File: src/rtl/ins_fetcher_pkg.sv
// Shared definitions for the instruction fetcher: FSM encodings, I-cache
// geometry and the reset fetch address.
package ins_fetcher_pkg;

    typedef enum logic [1:0] {
        ST_IDLE  = 2'd0,
        ST_FETCH = 2'd1,
        ST_HOLD  = 2'd2
    } fetch_state_t;

    localparam int          ICACHE_SIZE_BIT  = 4;
    localparam int          ICACHE_ENTRIES   = 1 << ICACHE_SIZE_BIT;
    localparam int          ICACHE_TAG_W     = 32 - ICACHE_SIZE_BIT - 2;
    localparam logic [31:0] RESET_PC_DEFAULT = 32'h0000_0000;

endpackage

File: src/rtl/ins_fetcher_icache.sv
// Direct-mapped instruction cache: combinational lookup, single-cycle fill.
// Valid bits are cleared only by reset; tag/data arrays need no reset.
module ins_fetcher_icache
    import ins_fetcher_pkg::*;
(
    input  logic                       clk_in,
    input  logic                       rst_in,
    input  logic [ICACHE_SIZE_BIT-1:0] lookup_idx,
    input  logic [ICACHE_TAG_W-1:0]    lookup_tag,
    output logic                       hit,
    output logic [31:0]                hit_data,
    input  logic                       fill_en,
    input  logic [ICACHE_SIZE_BIT-1:0] fill_idx,
    input  logic [ICACHE_TAG_W-1:0]    fill_tag,
    input  logic [31:0]                fill_data
);

    logic [ICACHE_ENTRIES-1:0] valid_r;
    logic [ICACHE_TAG_W-1:0]   tag_r  [ICACHE_ENTRIES];
    logic [31:0]               data_r [ICACHE_ENTRIES];

    // Valid bits: set on fill, cleared by reset only.
    always_ff @(posedge clk_in or posedge rst_in) begin
        if (rst_in) begin
            valid_r <= '0;
        end else if (fill_en) begin
            valid_r[fill_idx] <= 1'b1;
        end
    end

    // Tag and data storage written on fill.
    always_ff @(posedge clk_in) begin
        if (fill_en) begin
            tag_r[fill_idx]  <= fill_tag;
            data_r[fill_idx] <= fill_data;
        end
    end

    // Lookup compare.
    always_comb begin
        hit      = valid_r[lookup_idx] && (tag_r[lookup_idx] == lookup_tag);
        hit_data = data_r[lookup_idx];
    end

endmodule

File: src/rtl/ins_fetcher.sv
// Instruction fetcher: IDLE/FETCH/HOLD FSM with one outstanding memory request
// and flush handling. Optional I-cache enabled by INS_FETCHER_ICACHE_EN.
module ins_fetcher
    import ins_fetcher_pkg::*;
#(
    parameter logic [31:0] RESET_PC = RESET_PC_DEFAULT
) (
    input  logic        clk_in,
    input  logic        rst_in,
    input  logic        rdy_in,
    output logic        inst_input,
    output logic [31:0] inst,
    output logic [31:0] inst_addr,
    input  logic        is_stall,
    input  logic [31:0] next_PC,
    input  logic        rob_clear,
    input  logic [31:0] rob_clear_pc,
    output logic        mem_req,
    output logic [31:0] mem_addr,
    input  logic        mem_done,
    input  logic [31:0] mem_data
);

    fetch_state_t state_r, state_nxt_s;
    logic [31:0]  pc_r, pc_nxt_s;
    logic         stale_r, stale_nxt_s;
    logic         inst_input_r, inst_input_nxt_s;
    logic [31:0]  inst_r, inst_nxt_s;
    logic [31:0]  inst_addr_r, inst_addr_nxt_s;
    logic         mem_req_r, mem_req_nxt_s;
    logic [31:0]  mem_addr_r, mem_addr_nxt_s;

    logic         launch_s;
    logic         deliver_s;
    logic         fill_en_s;
    logic [31:0]  tgt_s;
    logic         cache_hit_s;
    logic [31:0]  cache_data_s;

    // A flush always wins; otherwise HOLD moves on to the decoder's successor.
    assign tgt_s = rob_clear ? rob_clear_pc : ((state_r == ST_HOLD) ? next_PC : pc_r);

`ifdef INS_FETCHER_ICACHE_EN
    ins_fetcher_icache u_icache (
        .clk_in     (clk_in),
        .rst_in     (rst_in),
        .lookup_idx (tgt_s[ICACHE_SIZE_BIT+1:2]),
        .lookup_tag (tgt_s[31:ICACHE_SIZE_BIT+2]),
        .hit        (cache_hit_s),
        .hit_data   (cache_data_s),
        .fill_en    (fill_en_s && rdy_in),
        .fill_idx   (pc_r[ICACHE_SIZE_BIT+1:2]),
        .fill_tag   (pc_r[31:ICACHE_SIZE_BIT+2]),
        .fill_data  (mem_data)
    );
`else
    assign cache_hit_s  = 1'b0;
    assign cache_data_s = 32'h0000_0000;
`endif

    // Next-state and next-output logic.
    always_comb begin
        state_nxt_s      = state_r;
        pc_nxt_s         = pc_r;
        stale_nxt_s      = stale_r;
        inst_input_nxt_s = inst_input_r;
        inst_nxt_s       = inst_r;
        inst_addr_nxt_s  = inst_addr_r;
        mem_req_nxt_s    = mem_req_r;
        mem_addr_nxt_s   = mem_addr_r;
        launch_s         = 1'b0;
        deliver_s        = 1'b0;
        fill_en_s        = 1'b0;

        case (state_r)
            ST_IDLE: begin
                pc_nxt_s = tgt_s;
                launch_s = 1'b1;
            end
            ST_FETCH: begin
                if (rob_clear) begin
                    pc_nxt_s         = rob_clear_pc;
                    inst_input_nxt_s = 1'b0;
                    if (mem_done) begin
                        stale_nxt_s = 1'b0;
                        launch_s    = 1'b1;
                    end else begin
                        stale_nxt_s = 1'b1;
                    end
                end else if (mem_done) begin
                    if (stale_r) begin
                        // Drop the flushed response and re-issue to the latest target.
                        stale_nxt_s = 1'b0;
                        launch_s    = 1'b1;
                    end else begin
                        deliver_s        = 1'b1;
                        inst_nxt_s       = mem_data;
                        inst_addr_nxt_s  = pc_r;
                        inst_input_nxt_s = 1'b1;
                        mem_req_nxt_s    = 1'b0;
                        state_nxt_s      = ST_HOLD;
                    end
                end else begin
                    stale_nxt_s = stale_r;
                end
            end
            ST_HOLD: begin
                if (rob_clear) begin
                    pc_nxt_s         = rob_clear_pc;
                    inst_input_nxt_s = 1'b0;
                    launch_s         = 1'b1;
                end else if (inst_input_r && !is_stall) begin
                    pc_nxt_s         = next_PC;
                    inst_input_nxt_s = 1'b0;
                    launch_s         = 1'b1;
                end else begin
                    inst_input_nxt_s = inst_input_r;
                end
            end
            default: begin
                state_nxt_s = ST_IDLE;
            end
        endcase

        // New fetch: a cache hit presents the word directly, a miss goes to memory.
        if (launch_s) begin
            state_nxt_s      = cache_hit_s ? ST_HOLD : ST_FETCH;
            mem_req_nxt_s    = !cache_hit_s;
            mem_addr_nxt_s   = cache_hit_s ? mem_addr_r : tgt_s;
            inst_input_nxt_s = cache_hit_s;
            inst_nxt_s       = cache_hit_s ? cache_data_s : inst_r;
            inst_addr_nxt_s  = cache_hit_s ? tgt_s : inst_addr_r;
            fill_en_s        = 1'b0;
        end else begin
            fill_en_s = deliver_s;
        end
    end

    // State and output registers; rdy_in low freezes everything.
    always_ff @(posedge clk_in or posedge rst_in) begin
        if (rst_in) begin
            state_r      <= ST_IDLE;
            pc_r         <= RESET_PC;
            stale_r      <= 1'b0;
            inst_input_r <= 1'b0;
            inst_r       <= 32'h0000_0000;
            inst_addr_r  <= 32'h0000_0000;
            mem_req_r    <= 1'b0;
            mem_addr_r   <= 32'h0000_0000;
        end else if (rdy_in) begin
            state_r      <= state_nxt_s;
            pc_r         <= pc_nxt_s;
            stale_r      <= stale_nxt_s;
            inst_input_r <= inst_input_nxt_s;
            inst_r       <= inst_nxt_s;
            inst_addr_r  <= inst_addr_nxt_s;
            mem_req_r    <= mem_req_nxt_s;
            mem_addr_r   <= mem_addr_nxt_s;
        end
    end

    assign inst_input = inst_input_r;
    assign inst       = inst_r;
    assign inst_addr  = inst_addr_r;
    assign mem_req    = mem_req_r;
    assign mem_addr   = mem_addr_r;

endmodule

File: config.mk
export PLATFORM = sky130hd
export DESIGN_NAME = ins_fetcher
export DESIGN_NICKNAME = d
export VERILOG_FILES = /design/src/rtl/ins_fetcher_pkg.sv /design/src/rtl/ins_fetcher_icache.sv /design/src/rtl/ins_fetcher.sv
export SDC_FILE = /design/constraint.sdc
export NUM_CORES = 1
export LEC_CHECK = 0
export CAP_MARGIN = 15
export CORE_MARGIN = 2
export CORE_UTILIZATION = 52
export DETAILED_ROUTE_END_ITERATION = 8
export MAX_ROUTING_LAYER = met4
export PLACE_DENSITY = 0.87
export SYNTH_ARGS = -nofsm -noshare
export SYNTH_HDL_FRONTEND = slang
export SYNTH_HIERARCHICAL = 1
export SYNTH_SLANG_ARGS = --single-unit
export TNS_END_PERCENT = 1
File: constraint.sdc
create_clock -name clk_in -period 11.2 [get_ports clk_in]
set_input_delay 2.24 -clock clk_in [delete_from_list [all_inputs] [get_ports clk_in]]
set_output_delay 2.24 -clock clk_in [all_outputs]
set_load 0.005 [all_outputs]
* Word level (Yosys, flattened, before mapping)
Index checks and enable logic that the tools add are counted.
Storage, ports and cells: memories 0, output and inout port bits 98, bits of input ports 102, register bits after elaboration 133, memory bits (read-only) 0, bits in writable memories 0, latch bits 0, logic and storage cells 73
Cells by class: divide/modulo/power cells 0, bitwise operators 3, reductions and logical operators 16, mux-type cells 33, eq/ne operators 13, add/subtract/negate cells 0, multipliers 0, order comparisons 0, shift operators 0
Operators with widths (number):
- $mux W32 | 5
- $pmux W32 S3 | 1
- $mux W1 | 20
- $reduce_and A5 Y1 | 3
- $ne A3 B3 Y1 const B | 3
- $mux W2 | 4
- $ne A4 B4 Y1 const B | 2
- $ne A2 B1 Y1 const B | 3
- $reduce_and A6 Y1 | 1
- $reduce_bool A2 Y1 | 3
- $reduce_bool A3 Y1 | 2
- $ne A4 B3 Y1 const B | 1
- $pmux W2 S2 | 1
- $reduce_and A4 Y1 | 1
- $ne A3 B2 Y1 const B | 1
- $not A1 Y1 | 3
- $pmux W1 S3 | 1
- $reduce_and A3 Y1 | 1
- $eq A2 B1 Y1 const B | 1
- $eq A2 B2 Y1 const B | 1
- $logic_not A2 Y1 | 1
- $ne A2 B2 Y1 const B | 1
- $pmux W1 S2 | 1
- $reduce_and A2 Y1 | 1
- other kinds (3) | 3

* Depth between registers and ports, before layout
Gate-level depths: netlist (run 1).
depth in word-level cells 7, mapped depth 9, mapped depth without buffers 6

* Least setup slack after synthesis (run 1)
No wires, ideal clock.
kind input to register, start point input rdy_in, end point register inst_r[0] (netlist: inst[0]), data arrival time 3490 ps, cell stages on the path 6, data required time 11075 ps, path buffers 2, path slack 7585 ps, setup time 125 ps, path through buf_2 nand2_1 a2111oi_4 o21ai_4 buf_6 mux2_4
On the way: word-level cells in the longest chain between the ends 1
RTL lines:
- from (decl) | RTL line ins_fetcher.sv:10 | input logic rdy_in,
- $reduce_and A6 Y1 (no source line)
- to (signal assigned) | RTL line ins_fetcher.sv:155 | inst_r <= inst_nxt_s;
- to (decl) | RTL line ins_fetcher.sv:28 | logic [31:0] inst_r, inst_nxt_s;
No other way between the ends. A chain may end at the register's enable or synchronous reset.

* Worst setup path after layout (run 1)
start point input rob_clear, end point register pc_r[10]
On the way: word-level cells in the longest chain between the ends 2, elaborated cells between the ends (all ways) 6, those cells by class 2 x eq/ne; 3 x mux; 1 x reduce/logical
RTL lines:
- from (decl) | RTL line ins_fetcher.sv:16 | input logic rob_clear,
- $ne A3 B2 Y1 (no source line) (tied with other cells)
- $reduce_and A4 Y1 (no source line) or $pmux W32 S3 (tied branches)
- to (signal assigned) | RTL line ins_fetcher.sv:152 | pc_r <= pc_nxt_s;
- to (decl) | RTL line ins_fetcher.sv:25 | logic [31:0] pc_r, pc_nxt_s;
Several ways; a longest one is shown, not always the timed one.

==> metrics.md, run 1 <==
| Metric | Value |
|---|---|
| Run status | `completed` |
| Share of layout cells above drive strength 1 | `between 10% and 20%` |
| Via count | `5,418` |
| Slew Viols, Final | `0` |
| Worst Hold Depth | `1` |
| First-pass GRT wire length | `30.3 mm` |
| Antenna viol nets, final | `0` |
| Chip Height | `118 um` |
| DP HPWL | `12.4 mm` |
| Hold EP | `inst[12]` |
| Dominant cells by area after synthesis | `dfrtp_1, mux2_4, mux2_2` |
| Mapped Cells | `607` |
| Routability Congestion | `0.802` |
| # rows | `41` |
| Total of max-cap violations | `0` |
| Die W | `118 um` |
| Startpoint Class | `primary input` |
| WL/cell | `18.8 um` |
| Number of synthesized flops with an enable pin | `0` |
| Max Clk Rate | `207 MHz` |
| Hold_sp | `inst[12]` |
| Post-route cell area | `9310 um2` |
| Multi-input gate area | `roughly 3100 um2` |
| Global route total overflow | `0` |
| CTS hold repair buffers | `0` |
| Core box area | `about 13,000 um2` |
| H-tree depth | `4` |
| Unrepaired setup endpoints after global routing | `no` |
| Fin crit period | `around 4.8 ns` |
| CP Max Fanout | `96` |
| Area of placed instances | `8820 um2` |
| Fraction of the mapped netlist area in compound gates | `roughly an eighth` |
| Clock sinks | `133` |
| Share of the synthesized area in the top cell type | `49.1%` |
| Fin util | `73.5%` |
| Synth warn | `6` |
| CTS root buffer | `clkbuf_16` |
| Post-CTS Setup Inserts | `0` |
| Clk_lat worst skew | `0.41 ns` |
| Unique cell type count in the Yosys netlist | `37` |
| Pwr/cell area | `261 nW/um2` |
| Die ar. | `14,000 um2` |
| Mux cell area share after synthesis | `24.1%` |
| Reg2Reg Setup Slack | `7.31 ns` |
| Reg2Reg Depth | `7` |
| Worst Path Arrival | `5.07 ns` |
| Final period util | `43.0%` |
| Worst Path Required | `between 10 and 15 ns` |
| Initial drt markers | `roughly 560` |
| Setup Viol. Count Final | `0` |
| CP bufs+invs | `2` |
| FF+latch count, synth | `around 130` |
| Main combinational cell family by area after synthesis | `multiplexers` |
| IO Pins | `200` |
| Remaining DRCs | `0` |
| N_diodes | `0` |
| Leakage | `0.00425 uW` |
| Area grow syn2layout | `37.3%` |
| R2r endpoint | `pc_r[10]` |
| Synth async-reset ratio | `100%` |
| First-pass DRT Iterations | `5` |
| Largest net degree at the start of global routing | `slightly below 100` |
| Area leader, netlist | `dfrtp_1` |
| Crit-path cells | `buf_2 > buf_4 > nor2b_1 > a2111o_2 > or2_1 > o2bb2ai_1` |
| Clk pin slew, worst setup/hold paths | `0.06 ns` |
| Initial antenna violation count | `0` |
| # fillers | `846` |
| Adder-Cell Fraction of Synth Area | `less than 1%` |
| Synth Area in Simple Gates | `7.89%` |
| Post-synthesis instance area | `6790 um2` |
| Slowest cell on crit path | `a2111o_2` |
| Worst Clk Skew | `0.00517 ns` |
| CP endpoint kind | `flop` |
| Crit path kind | `in -> reg` |
| Synth Area in XOR/XNOR | `0%` |
| Syn Area/Cell | `11.2 um2` |
| Num CTS Buffers | `17` |
| Register area | `approximately 3300 um2` |
| CP peak stage delay | `0.94 ns` |
| Relative slew margins | `36.8%` |
| Nets | `about 900` |
| Gates resized, CTS repair | `0` |
| Top_reg_cell synth | `dfrtp_1` |
| Setup TNS | `0 ns` |
| Top delay family on crit path | `compound AO/OA/AOI/OAI gates` |
| Vias in the first global route | `5,760` |
| Buffers on Ports | `199` |
| Fin. Hold Viols | `0` |
| Routed Wire Length | `18.3 mm` |
| CTS tree | `yes` |
| Via-per-instance ratio | `5.59` |
| Clock Tree Buf Depth | `2` |
| Hold/Removal Path Class | `reg -> reg` |
| Worst-Margin Slew | `about 0.95 ns` |
| GRT Util Overall | `28.0%` |
| Starting Density | `53.5%` |
| Peak supply drop | `about 0.12 mV` |
| Sequential area share after synthesis | `49.1%` |
| Syn nets | `713` |
| FF-to-FF Start | `state_r[0]` |
## metrics by stage
| step | instances | hold slack, ns | setup WS [ns] | total power (uW) |
|---|---|---|---|---|
| 6_report | 970 | 0.505 | 6.38 | 2430 |
| 5_1_grt | 970 | 0.516 | 6.14 | 2580 |
| 4_1_cts | 970 | 0.507 | 6.41 | 2440 |
| 3_5_place_dp | 942 | 0.491 | 5.99 | 1950 |
| 3_3_place_gp | 942 | 0.483 | 6.11 | 1890 |
| 2_1_floorplan | 607 | 0.470 | 5.41 | 1450 |
## worst reg2reg max path, delay by kind of cell, from the launching register on
| kind | cells | cell delay, ns |
|---|---|---|
| adders and majority gates | 1 | 0.17 |
| buffers and inverters | 2 | 0.79 |
| and+or+nand+nor | 2 | 1.31 |
| AOI/OAI and AO/OA | 2 | 1.09 |
| DFF | 1 | 0.43 |
## power breakdown
part / total, uW / internal, uW / switching [uW]
combinational: 1120 / 646 / 472
clock: 477 / 286 / 191
sequential: 839 / 694 / 145
total: 2430 / 1630 / 808
## worst max path at each step
stage / startpoint / end / cells past startpoint
final: rob_clear / pc_r[10] / 6
after global routing: rob_clear / pc_r[28] / 6
after CTS: rob_clear / pc_r[28] / 6
after detailed placement: rob_clear / pc_r[28] / 6
after global placement: rob_clear / pc_r[21] / 6
after floorplan: rst_in / inst[0] / 1
## cell type report
type | count | area share [%]
repair buffers | 207 | 22.0
clock inverters | 7 | 0.376
well taps | 172 | 2.31
flip-flops and latches | 133 | 35.7
clock buffers | 21 | 4.94
inverters | 27 | 1.11
multi-input cells | 403 | 33.5
## cell usage in the layout (no fill, tap or decap), types with 26 or more instances in the layout
| cell type | count |
|---|---|
| clkdlybuf4s50_1 | 198 |
| dfrtp_1 | 133 |
| nand2_1 | 97 |
| mux2_4 | 60 |
| o21ai_0 | 54 |
| mux2_2 | 36 |
| mux2i_1 | 33 |
| inv_1 | 26 |
## cells in the mapped netlist (7+ instances only)
cell       instances
o2bb2ai_1         11
mux2_4            60
mux2_2            36
buf_2             14
a21oi_1           22
buf_6              7
mux2i_1           33
inv_1             27
dfrtp_1          133
o21ai_0           54
clkbuf_1          20
a22oi_1           11
nor2_1            22
o31ai_1           22
nand2_1           97
## cells by family (layout without fill, tap and decap cells)
family          after synthesis  in the layout
mux                         129            129
flops                       133            133
simple gates                134            134
fa+ha+maj                     4              4
buf+inv                      71            262
compound gates              136            136
## layer usage
metal	vias up	part of all wire, %	GRT usage [%]
li1	2490	-	-
met1	2667	42	34.6
met2	235	51	45.6
met3	26	5.7	5.84
met4	0	1.5	10.5
met5	-	0	-
## sequential cells by signal, summed over array words and instances, names as in the netlist
signal / cells
inst: 32
inst_addr: 32
inst_input: 1
mem_addr: 32
mem_req: 1
pc_r: 32
stale_r: 1
state_r: 2
No activity file was read; power rests on OpenSTA's default activity.
==> inputs of run 2 (changes only) <==
Settings changed: CORE_UTILIZATION 52 to 48, PLACE_DENSITY 0.87 to 0.81.
Clock period 11.2 ns to 4.7 ns, I/O delays scaled along.
==> metrics.md, run 2 (synthesis results as in run 1) <==
| Metric | Value |
|---|---|
| Unrepaired setup endpoints after global routing | `no` |
| Setup TNS | `0 ns` |
| GRT Util Overall | `25.3%` |
| Slew Viols, Final | `0` |
| Clock Tree Buf Depth | `2` |
| Commonest non-fill, non-tap cell in the layout | `clkdlybuf4s50_1` |
| Worst Hold Depth | `1` |
| Nets | `896` |
| Final worst slack | `1.29 ns` |
| Worst Path Arrival | `3.73 ns` |
| Setup Viol. Count Final | `0` |
| Hold/Removal Path Class | `reg -> reg` |
| Clk_lat worst skew | `0.42 ns` |
| Area of placed instances | `approximately 8800 um2` |
| Worst Clk Skew | `roughly 0.01 ns` |
| Post-CTS Setup Inserts | `0` |
| # fillers | `961` |
| Relative slew margins | `between 20% and 30%` |
| Run status | `completed` |
| Global route total overflow | `0` |
| # rows | `43` |
| Initial antenna violation count | `0` |
| Largest net degree at the start of global routing | `76` |
| Peak supply drop | `0.579 mV` |
| Area grow syn2layout | `40.0%` |
| Via count | `5,459` |
| Clk pin slew, worst setup/hold paths | `0.06 ns` |
| WL/cell | `18.7 um` |
| Starting Density | `49.1%` |
| Reg2Reg Depth | `6` |
| Most frequent cells in the layout | `clkdlybuf4s50_1, dfrtp_1, nand2_1, mux2_4, o21ai_0` |
| Register area | `3330 um2` |
| Worst slack, placed | `1.27 ns` |
| Remaining DRCs | `0` |
| Chip Height | `123 um` |
| CP endpoint kind | `flop` |
| Pwr/cell area | `642 nW/um2` |
| Fin. Hold Viols | `0` |
| Share of layout cells above drive strength 1 | `18.2%` |
| CTS tree | `yes` |
| Fin crit period | `3.41 ns` |
| Post-route cell area | `9500 um2` |
| Crit. path cell count | `6` |
| Reg2Reg Setup Slack | `roughly 1.3 ns` |
| Slowest cell on crit path | `a2111o_2` |
| H-tree depth | `4` |
| Worst Path Required | `about 5 ns` |
| Multi-input gate area | `3120 um2` |
| Routed Wire Length | `18.4 mm` |
| Max Clk Rate | `293 MHz` |
| Initial drt markers | `384` |
| Die ar. | `15,100 um2` |
| DP HPWL | `12.3 mm` |
| Startpoint Class | `flop` |
| CP peak stage delay | `approximately 0.94 ns` |
| Leakage | `roughly 0.0043 uW` |
| Fin util | `between 60% and 70%` |
| First-pass GRT wire length | `28.7 mm` |
| N_diodes | `0` |
| Gates resized, CTS repair | `0` |
| Clock sinks | `between 100 and 150` |
| Final period util | `72.5%` |
| Crit path kind | `reg -> reg` |
| Worst-Margin Slew | `1.16 ns` |
| Die W | `around 120 um` |
| CP Max Fanout | `54` |
| Core box area | `approximately 14,000 um2` |
| Total of max-cap violations | `0` |
| Crit-path cells | `inv_1 > ha_2 > nor2b_1 > a2111o_2 > or2_1 > o2bb2ai_1` |
| Top delay family on crit path | `simple AND/OR/NAND/NOR gates` |
| CTS hold repair buffers | `0` |
| CP bufs+invs | `1` |
| IO Pins | `200` |
| Num CTS Buffers | `17` |
| First-pass DRT Iterations | `5` |
| Via-per-instance ratio | `5.55` |
| Buffers on Ports | `199` |
| Routability Congestion | `0.934` |
| Vias in the first global route | `roughly 5,600` |
| CTS root buffer | `clkbuf_16` |
| Antenna viol nets, final | `0` |
[run 2: cell types whose count changed in the layout (fill, tap and decap cells not counted)]
cell / previous run / this run
buf_12: 0 / 1
buf_16: 0 / 1
buf_4: 8 / 7
bufinv_16: 0 / 4
clkbuf_1: 2 / 0
clkinv_2: 7 / 4
clkinv_4: 0 / 2
clkinvlp_4: 0 / 3
[run 2: layout make-up]
cell class	instances	area share, %
Clock inverter	13	1.90
Timing Repair Buffer	208	22.0
Tap cell	180	2.37
Clock buffer	19	4.77
Sequential cell	133	35.0
Multi-Input combinational cell	403	32.9
Inverter	27	1.09
[run 2: path summary, 6_finish.rpt]
kind                        startpoint     endpoint
min in group asynchronous       rst_in      inst[5]
max reg2reg                 state_r[0]     pc_r[12]
max in group asynchronous       rst_in     pc_r[24]
max                         state_r[0]     pc_r[12]
min reg2reg                mem_addr[4]  mem_addr[4]
min                        mem_addr[4]  mem_addr[4]
[run 2: per-stage QoR]
step	hold slack, ns	power [uW]	cells
after CTS	0.510	6110	982
after global placement	0.486	4530	950
after floorplan	0.470	3440	607
after detailed placement	0.493	4660	950
after global routing	0.521	6470	983
final	0.506	6100	983
[run 2: power by group]
group	internal (uW)	switching (uW)
logic	1560	1120
registers	1650	354
clock network	913	499
[run 2: worst reg2reg max path: stages (launching register included)]
cell,delay (ns)
dfrtp_1,0.43
inv_1,0.14
ha_2,0.19
nor2b_1,0.90
a2111o_2,0.94
or2_1,0.53
o2bb2ai_1,0.18
[run 2: per-layer routing]
metal | track usage [%] | vias to the layer above | routed length [um]
met3 | 5.30 | 30 | 1340
met5 | - | - | 0
met1 | 30.3 | 2691 | 7400
li1 | - | 2488 | -
met2 | 42.2 | 250 | 9290
met4 | 9.55 | 0 | 331
==> inputs of run 3 (changes only) <==
Settings changed: CORE_UTILIZATION 48 to 43, PLACE_DENSITY 0.81 to 0.77.
Clock period 4.7 ns to 3 ns, I/O delays scaled along.
==> metrics.md, run 3 (synthesis results as in run 1) <==
| Metric | Value |
|---|---|
| Most frequent cells in the layout | `clkdlybuf4s50_1, dfrtp_1, nand2_1, mux2_4, o21ai_0` |
| DP HPWL | `about 12 mm` |
| Gates resized, CTS repair | `0` |
| H-tree depth | `4` |
| Relative slew margins | `~25%` |
| Unrepaired setup endpoints after global routing | `no` |
| Routed Wire Length | `18.3 mm` |
| CTS tree | `yes` |
| Initial drt markers | `355` |
| Crit-path cells | `inv_1 > ha_4 > nor2b_1 > a2111o_2 > or2_1 > o2bb2ai_1` |
| Starting Density | `44.3%` |
| Pwr Total | `about 9400 uW` |
| WL/cell | `18.0 um` |
| Leakage | `0.00431 uW` |
| CP peak stage delay | `0.88 ns` |
| Chip Height | `130 um` |
| Crit. path cell count | `6` |
| Global route total overflow | `0` |
| First-pass DRT Iterations | `5` |
| Crit path kind | `reg -> reg` |
| Pwr/cell area | `slightly below 1000 nW/um2` |
| Worst-Margin Slew | `roughly 1.1 ns` |
| CTS root buffer | `clkbuf_16` |
| Setup TNS | `0 ns` |
| Core box area | `between 15,000 and 20,000 um2` |
| Nets | `900` |
| Register area | `3330 um2` |
| Worst Clk Skew | `between 0.007 and 0.008 ns` |
| Initial antenna violation count | `0` |
| Commonest non-fill, non-tap cell in the layout | `clkdlybuf4s50_1` |
| Multi-input gate area | `3140 um2` |
| Area grow syn2layout | `40.6%` |
| Clk pin slew, worst setup/hold paths | `roughly 0.060 ns` |
| CTS hold repair buffers | `0` |
| Final period util | `90.9%` |
| Slew Viols, Final | `0` |
| Vias in the first global route | `about 5,600` |
| GRT Util Overall | `22.6%` |
| Clk_lat worst skew | `0.41 ns` |
| Worst Hold Depth | `2` |
| Setup Viol. Count Final | `0` |
| Top delay family on crit path | `simple AND/OR/NAND/NOR gates` |
| N_diodes | `0` |
| Final worst slack | `~0.27 ns` |
| CP endpoint kind | `flop` |
| Worst slack, placed | `~0.31 ns` |
| First-pass GRT wire length | `28.7 mm` |
| CP bufs+invs | `1` |
| Worst Path Required | `3.31 ns` |
| Total of max-cap violations | `0` |
| Fin crit period | `2.73 ns` |
| Antenna viol nets, final | `0` |
| Die ar. | `16,800 um2` |
| Hold/Removal Path Class | `reg -> reg` |
| Via count | `about 5,400` |
| Clock Tree Buf Depth | `2` |
| Share of layout cells above drive strength 1 | `a little under a fifth` |
| Startpoint Class | `flop` |
| Run status | `completed` |
| Worst Path Arrival | `3.04 ns` |
| # fillers | `around 1,200` |
| Buffers on Ports | `199` |
| Slowest cell on crit path | `nor2b_1` |
| Fin. Hold Viols | `0` |
| Reg2Reg Depth | `6` |
| # rows | `45` |
| Peak supply drop | `approximately 0.58 mV` |
| IO Pins | `200` |
| Via-per-instance ratio | `5.35` |
| Remaining DRCs | `0` |
| Post-CTS Setup Inserts | `0` |
| Die W | `130 um` |
| Routability Congestion | `0.833` |
| Num CTS Buffers | `17` |
| CP Max Fanout | `13` |
| Max Clk Rate | `367 MHz` |
| Clock sinks | `133` |
| Largest net degree at the start of global routing | `90` |
## run 3: cell count changes in the layout (fill, tap and decap cells not counted), sizes merged
cell,previous run,this run
inv,27,26
bufinv,4,2
buf,10,14
clkinvlp,3,5
clkinv,6,2
clkbuf,19,22
## run 3: path summary, 6_finish.rpt
| check | from | end | slack [ns] |
|---|---|---|---|
| hold reg to reg | pc_r[16] | pc_r[16] | 0.50 |
| setup / recovery | state_r[0] | pc_r[4] | 0.27 |
| max in group asynchronous | rst_in | pc_r[25] | 1.72 |
| setup reg to reg | state_r[0] | pc_r[4] | 0.27 |
| min in group asynchronous | rst_in | inst_addr[8] | 0.59 |
| hold / removal | pc_r[16] | pc_r[16] | 0.50 |
## run 3: area by class of cell
type	instances	share of cell area (%)
inverter	27	1.10
timing repair buffer	212	22.2
tap	211	2.77
clock buffer	22	5.08
sequential	133	34.9
clock inverter	8	1.05
multi-input combinational	403	32.9
## run 3: worst min-delay path, stage by stage (launching register included)
cell and delay (ns):
dfrtp_1 0.36, nand2_1 0.05, o31ai_1 0.05
## run 3: through the flow
stage               hold slack, ns  instance area (um2)  utilization [%]  instances
floorplan                    0.470                 6790                -        607
global placement             0.482                 8960             58.5        986
global route                 0.515                 9540             62.3       1016
CTS                          0.505                 9540             62.3       1016
finish                       0.502                 9540             62.3       1016
detailed placement           0.493                 8960             58.5        986
## run 3: metal layers
layer  share of wire [%]  vias up  global-route usage, %
met4                 1.6        0                   8.10
met1                  42     2679                   27.2
li1                    -     2507                      -
met3                 6.7       30                   6.19
met2                  49      221                   36.5
met5                   0        -                      -
## run 3: power by group
part           internal, uW  leakage [uW]  total (uW)  switching [uW]
clock network          1300      0.000276        2050             754
logic                  2450       0.00234        4230            1780
registers              2590       0.00169        3120             527
total                  6340       0.00431        9400            3060
